File: src/rtl/alu_pkg.sv
// Shared types and constants for the ALU result buffer.
// Imported by the buffer top and its flag helper.
package alu_pkg;

  localparam int ALU_WIDTH = 32;

  typedef enum logic [1:0] {
    EMPTY = 2'd0,
    ONE   = 2'd1,
    FULL  = 2'd2
  } buf_state_e;

endpackage

File: src/rtl/alu_flags.sv
// Zero/negative flag generation for an ALU result word.
// Purely combinational; sits on the buffer capture path.
module alu_flags
  import alu_pkg::*;
#(
  parameter int WIDTH = ALU_WIDTH
) (
  input  logic [WIDTH-1:0] data,
  output logic             zero,
  output logic             neg
);

  assign zero = (data == '0);
  assign neg  = data[WIDTH-1];

endmodule

File: src/rtl/alu_out_buf.sv
// Two-entry in-order skid buffer between the ALU and writeback.
// Flags travel with each entry so outputs are pure register reads.
module alu_out_buf
  import alu_pkg::*;
#(
  parameter int WIDTH = ALU_WIDTH
) (
  input  logic             clock,
  input  logic             reset,
  input  logic             in_valid,
  output logic             in_ready,
  input  logic [WIDTH-1:0] in_data,
  output logic             out_valid,
  input  logic             out_ready,
  output logic [WIDTH-1:0] out_data,
  output logic             out_zero,
  output logic             out_neg,
  output logic [1:0]       count
);

  buf_state_e       state_q, state_d;
  logic             in_ready_q, in_ready_d;
  logic [WIDTH-1:0] head_data_q, head_data_d;
  logic             head_zero_q, head_zero_d;
  logic             head_neg_q, head_neg_d;
  logic [WIDTH-1:0] tail_data_q, tail_data_d;
  logic             tail_zero_q, tail_zero_d;
  logic             tail_neg_q, tail_neg_d;
  logic             cap_zero, cap_neg;
  logic             push, pop;

  alu_flags #(
    .WIDTH(WIDTH)
  ) u_flags (
    .data(in_data),
    .zero(cap_zero),
    .neg (cap_neg)
  );

  assign push = in_valid && in_ready_q;
  assign pop  = out_valid && out_ready;

  always_comb begin
    state_d     = state_q;
    head_data_d = head_data_q;
    head_zero_d = head_zero_q;
    head_neg_d  = head_neg_q;
    tail_data_d = tail_data_q;
    tail_zero_d = tail_zero_q;
    tail_neg_d  = tail_neg_q;
    unique case (state_q)
      EMPTY: begin
        if (push) begin
          head_data_d = in_data;
          head_zero_d = cap_zero;
          head_neg_d  = cap_neg;
          state_d     = ONE;
        end
      end
      ONE: begin
        if (push && pop) begin
          head_data_d = in_data;
          head_zero_d = cap_zero;
          head_neg_d  = cap_neg;
        end else if (push) begin
          tail_data_d = in_data;
          tail_zero_d = cap_zero;
          tail_neg_d  = cap_neg;
          state_d     = FULL;
        end else if (pop) begin
          state_d = EMPTY;
        end
      end
      FULL: begin
        if (pop) begin
          head_data_d = tail_data_q;
          head_zero_d = tail_zero_q;
          head_neg_d  = tail_neg_q;
          state_d     = ONE;
        end
      end
      default: state_d = EMPTY;
    endcase
    // Ready is registered off the next state to keep out_ready off the path.
    in_ready_d = (state_d != FULL);
  end

  always_ff @(posedge clock) begin
    if (reset) begin
      state_q     <= EMPTY;
      in_ready_q  <= 1'b1;
      head_data_q <= '0;
      head_zero_q <= 1'b0;
      head_neg_q  <= 1'b0;
      tail_data_q <= '0;
      tail_zero_q <= 1'b0;
      tail_neg_q  <= 1'b0;
    end else begin
      state_q     <= state_d;
      in_ready_q  <= in_ready_d;
      head_data_q <= head_data_d;
      head_zero_q <= head_zero_d;
      head_neg_q  <= head_neg_d;
      tail_data_q <= tail_data_d;
      tail_zero_q <= tail_zero_d;
      tail_neg_q  <= tail_neg_d;
    end
  end

  assign in_ready  = in_ready_q;
  assign out_valid = (state_q != EMPTY);
  assign out_data  = head_data_q;
  assign out_zero  = head_zero_q;
  assign out_neg   = head_neg_q;
  assign count     = state_q;

endmodule

File: config.mk
export PLATFORM = sky130hd
export DESIGN_NAME = alu_out_buf
export DESIGN_NICKNAME = d
export VERILOG_FILES = /design/src/rtl/alu_pkg.sv /design/src/rtl/alu_flags.sv /design/src/rtl/alu_out_buf.sv
export SDC_FILE = /design/constraint.sdc
export NUM_CORES = 1
export LEC_CHECK = 0
export BUFFER_PORTS_ARGS = -buffer_cell sky130_fd_sc_hd__buf_2
export CAP_MARGIN = 20
export CORE_MARGIN = 5
export CORE_UTILIZATION = 48
export CTS_BUF_LIST = sky130_fd_sc_hd__clkbuf_16
export CTS_CLUSTER_DIAMETER = 80
export DETAILED_ROUTE_END_ITERATION = 7
export PLACE_DENSITY = 0.78
export SETUP_SLACK_MARGIN = 0.2
export SKIP_LAST_GASP = 1
export SYNTH_ARGS = -nofsm -noshare
export SYNTH_HDL_FRONTEND = slang
export SYNTH_HIERARCHICAL = 1
export SYNTH_SLANG_ARGS = --single-unit
File: constraint.sdc
create_clock -name clock -period 1.44 [get_ports clock]
set_input_delay 0.288 -clock clock [delete_from_list [all_inputs] [get_ports clock]]
set_output_delay 0.288 -clock clock [all_outputs]
set_load 0.01 [all_outputs]
After elaboration in Yosys (flattened, before gate mapping)
Index checks and enable logic that the tools add are counted.
{"block": "totals", "output_inout_bits": 38, "ff_bits": 71, "wordCells": 42}
{"block": "op_classes", "bitwise": 1, "reduce_logical": 9, "eq_ne": 6, "n_mux": 18}
{"cell": "$mux 32", "count": 3}
{"cell": "$pmux 32 s3", "count": 1}
{"cell": "$logic_not 32->1", "count": 1}
{"cell": "$mux 2", "count": 5}
{"cell": "$ne 2x2->1 const B", "count": 4}
{"cell": "$mux 1", "count": 6}
{"cell": "$pmux 1 s3", "count": 2}
{"cell": "$pmux 2 s3", "count": 1}
{"cell": "$reduce_and 4->1", "count": 1}
{"cell": "$logic_and 1x1->1", "count": 3}
{"cell": "$reduce_and 3->1", "count": 1}
{"cell": "$reduce_bool 3->1", "count": 1}
{"cell": "$eq 2x1->1 const B", "count": 1}
{"cell": "$eq 2x2->1 const B", "count": 1}
{"cell": "$logic_not 2->1", "count": 1}
{"cell": "$reduce_bool 2->1", "count": 1}
{"cell": "$not 1->1", "count": 1}

Depth between registers and ports, before layout
{"block": "logic_depth", "depth_word": 7, "depth_mapped": 6}

By module
Netlist, hierarchy kept.
{"mod": "alu_out_buf", "n_inst": 1, "area_per_inst_um2": 3067.9, "seq_area_each_um2": 1421.4, "cells_each": 317}
{"mod": "alu_flags", "n_inst": 1, "area_per_inst_um2": 80.1, "seq_area_each_um2": 0.0, "cells_each": 12}

Worst setup path after synthesis
OpenSTA, ideal clock, no wires.
{"block": "synth_path", "path_kind": "reg2reg", "from": "register state_q[0], in the netlist count[0]", "to": "register head_data_q[10], in the netlist out_data[10]", "stages_incl_launch_ff": 7, "period_less_slack_ns": 1.469, "path_buffers": 2, "setup_slack_ns": -0.029, "required_time_ns": 1.312, "arrival_ns": 1.341, "path_cell_list": "dfxtp_1 > nand2b_1 > buf_4 > buf_6 > mux2_4 > mux2i_1 > nor2_1"}
{"block": "synth_via", "elab_chain_len": 5}
{"item": "from (decl)", "line": "alu_out_buf.sv:21", "rtl": "buf_state_e state_q, state_d;"}
{"item": "from (signal assigned)", "line": "alu_out_buf.sv:99", "rtl": "state_q <= state_d;"}
{"item": "$reduce_bool 2->1", "line": "alu_out_buf.sv:111", "rtl": "assign out_valid = (state_q != EMPTY);"}
{"item": "$logic_and 1x1->1", "line": "alu_out_buf.sv:41", "rtl": "assign pop = out_valid && out_ready;"}
{"item": "$logic_and 1x1->1", "line": "alu_out_buf.sv:61", "rtl": "if (push && pop) begin"}
{"item": "$ne 2x2->1 (no line)"}
{"item": "$reduce_and 4->1 (no line)"}
{"item": "to (signal assigned)", "line": "alu_out_buf.sv:101", "rtl": "head_data_q <= head_data_d;"}
{"item": "to (decl)", "line": "alu_out_buf.sv:23", "rtl": "logic [WIDTH-1:0] head_data_q, head_data_d;"}
Parallel ways exist; a longest one is shown, timed or not.
A chain may end at the register's enable or synchronous reset.

Worst setup path in the final report
{"block": "layout_path", "from": "register state_q[0], in the netlist count[0]", "to": "register head_data_q[18], in the netlist out_data[18]"}
Same word-level chain as after synthesis.

==> metrics <==
pin count of the biggest net entering global routing=50; vias post-DR=2603; GRT overflow=0; top-area cell type share of the netlist area=45.2%; Yosys reg bits=71; number of top-level pins=74; classification of the worst setup path=register to register; Clock Latency Late Sink=~0.33 ns; root buffer cell=clkbuf_16; clk buf depth=2; CP max FO=11; Critical Path Max Stage Delay=0.38 ns; clock sink count=71; CP Capture Type=register; Final Setup Violations=14; top post-synthesis cells by area=dfxtp_1 45%, mux2i_1 11%, mux2_4 9.5%, nand2_1 8.2%, a21oi_1 5.7%; max frequency=687 MHz; Slew Limit Fails=0; slowest CP cell=dfxtp_4; drc violations=0; Die Area=0.00828 mm^2; antenna viol nets, final=0; final hold vios=0; htree depth=3; Initial Util=between 40% and 50%; antenna violations before repair=0; cells along the critical path=and3b_1, a31oi_4, buf_4, buf_12, mux2i_1, nor2_1; drt pass-1 iters=4; Final TNS setup=-0.0991 ns; clock-pin slew on the worst setup and hold paths=~0.060 ns; multi-input logic area=0.00157 mm^2; post-synthesis xor/xnor area fraction=0%; final-layout fill cell count=between 500 and 600; Layout Cells excl Fill=500; GRT Total Usage=18.4%; hold path start=in_data[8]; pre-CTS WS=-0.0980 ns; distinct cell type count after synthesis=29; worst slew pin tran=just over 0.4 ns; min Tclk post-route=~1.5 ns; Power Dens Cells=between 1000 and 1500 mW/mm^2; CTS tree=done; Iter 0 DRT Violations=131; failing checks=setup timing; layout cells sized above 1=between 30% and 40%; Ys Warns=6; RSZ-0062 raised after global routing=yes; Setup crit start=count[0]; worst hold path class=primary input to register; average size of a mapped cell=9.57 um^2; synthesized area=0.00315 mm^2; crit path launch type=register; Synth Area in Compound Gates=6.56%; vias in the first global route=2498; required time of the critical path=~1.7 ns; register area=roughly 0.0014 mm^2; dominant cell type by area after synthesis=dfxtp_1; IO Port Bufs=73; Via density=5.21; core area=0.00635 mm^2; final setup margin=-0.0164 ns; peak supply drop=0.821 mV; adder-cell share of the synthesized area=0%; drt wl/cell=about 16 um; count leader, synth=dfxtp_1; main combinational cell family by area after synthesis=multiplexers; Die H=91.0 um; fraction of the mapped netlist area in simple logic gates=between 10% and 20%; final core utilization=66.5%; part of the cycle the worst path needs=101%; Post-synth EDFFs=0; syn nets=approximately 370; overall power=5.36 mW; crit path DAT=1.67 ns; status=finished, violations left; gp weighted congestion=roughly 0.85; Die W=91.0 um; post-synthesis cell count=329; Area growth syn-to-layout=34.1%; hold_ws=0.227 ns; P_leak=1.98 nW; Cell Area, Placed=0.00365 mm^2; slew margin rel.=72.4%; ANT cells=0; post-route cell area=approximately 0.0042 mm^2; final WL=between 7000 and 8000 um; reg-to-reg startpoint=count[0]; multiplexer share of the synthesized area=approximately a quarter; Detailed Place HPWL=between 4000 and 5000 um; Buffers & Inverters on Critical Path=2; Seq/Total Area, Yosys=45.2%; Clock Skew=0.00345 ns; Worst path top cell family by delay=flip-flops; ys async rst share=0%; fin nets=454; Max Cap Viol=0; ys flop type=dfxtp_1; dpl cells=472; number of buffers created by CTS=9; hold_buf cts=0; Synth top cells by count=71 x dfxtp_1, 69 x nand2_1, 36 x a21oi_1, 36 x nor2_1, 34 x mux2i_1; first-pass GRT wire length=12300 um; row count=29
==> kinds of logic after synthesis <==
kind of cell	after synthesis
and+or+nand+nor	125
DFF	71
muxes	68
AOI/OAI and AO/OA	39
buffers and inverters	26
==> tightest hold or removal path: stages <==
cell,delay (ns)
buf_2,0.12
nand2_2,0.05
a21oi_1,0.05
==> power breakdown <==
| group | internal [mW] | switching, mW | total, mW | leakage [nW] |
|---|---|---|---|---|
| Combinational | 0.400 | 0.352 | 0.752 | 1.23 |
| Sequential | 2.06 | 0.0527 | 2.12 | 0.581 |
| Clock | 1.68 | 0.812 | 2.49 | 0.163 |
| Total | 4.14 | 1.22 | 5.36 | 1.98 |
==> layout make-up <==
type                    instances  area share, %
clock buffers                   9           5.34
clock inverters                 7           2.64
inverters                       2          0.178
multi-input cells             232           37.3
flip-flops and latches         71           33.9
well taps                      77           2.28
repair buffers                102           18.4
==> worst paths after layout <==
kind                    endpoint  slack, ns  cells past startpoint
setup / recovery    out_data[18]      -0.02                      6
hold reg to reg   tail_data_q[3]       0.46                      2
hold / removal    tail_data_q[8]       0.23                      3
setup reg to reg    out_data[18]      -0.02                      6
==> cells in the final DEF (no fill, tap or decap), types with 9 or more instances in the layout <==
master / count
a21oi_1: 36
clkbuf_16: 10
nand2_1: 67
buf_2: 72
nor2_1: 36
buf_4: 13
mux2_4: 20
dfxtp_1: 69
mux2_1: 9
mux2i_1: 32
==> per-layer routing <==
layer | vias up | routed length [um] | track usage [%]
met3 | 9 | 403 | 4.38
met4 | 0 | 82 | 7.46
met2 | 71 | 3720 | 29.2
li1 | 1292 | - | -
met1 | 1231 | 3560 | 24.2
met5 | - | 0 | 0
==> state kept, by name, summed over array words and instances (netlist names) <==
register     cells
out_data        32
tail_data_q     32
count            2
in_ready         1
out_neg          1
out_zero         1
tail_neg_q       1
tail_zero_q      1
==> repair_timing <==
item / CTS / global route
resized for setup: 13 / 6
pin swaps: 3 / 0
gates cloned: 4 / 1
endpoints found under the setup margin: 69 / 71
setup buffers: 6 / 1
Note: power is estimated with default switching activity, not from simulation.
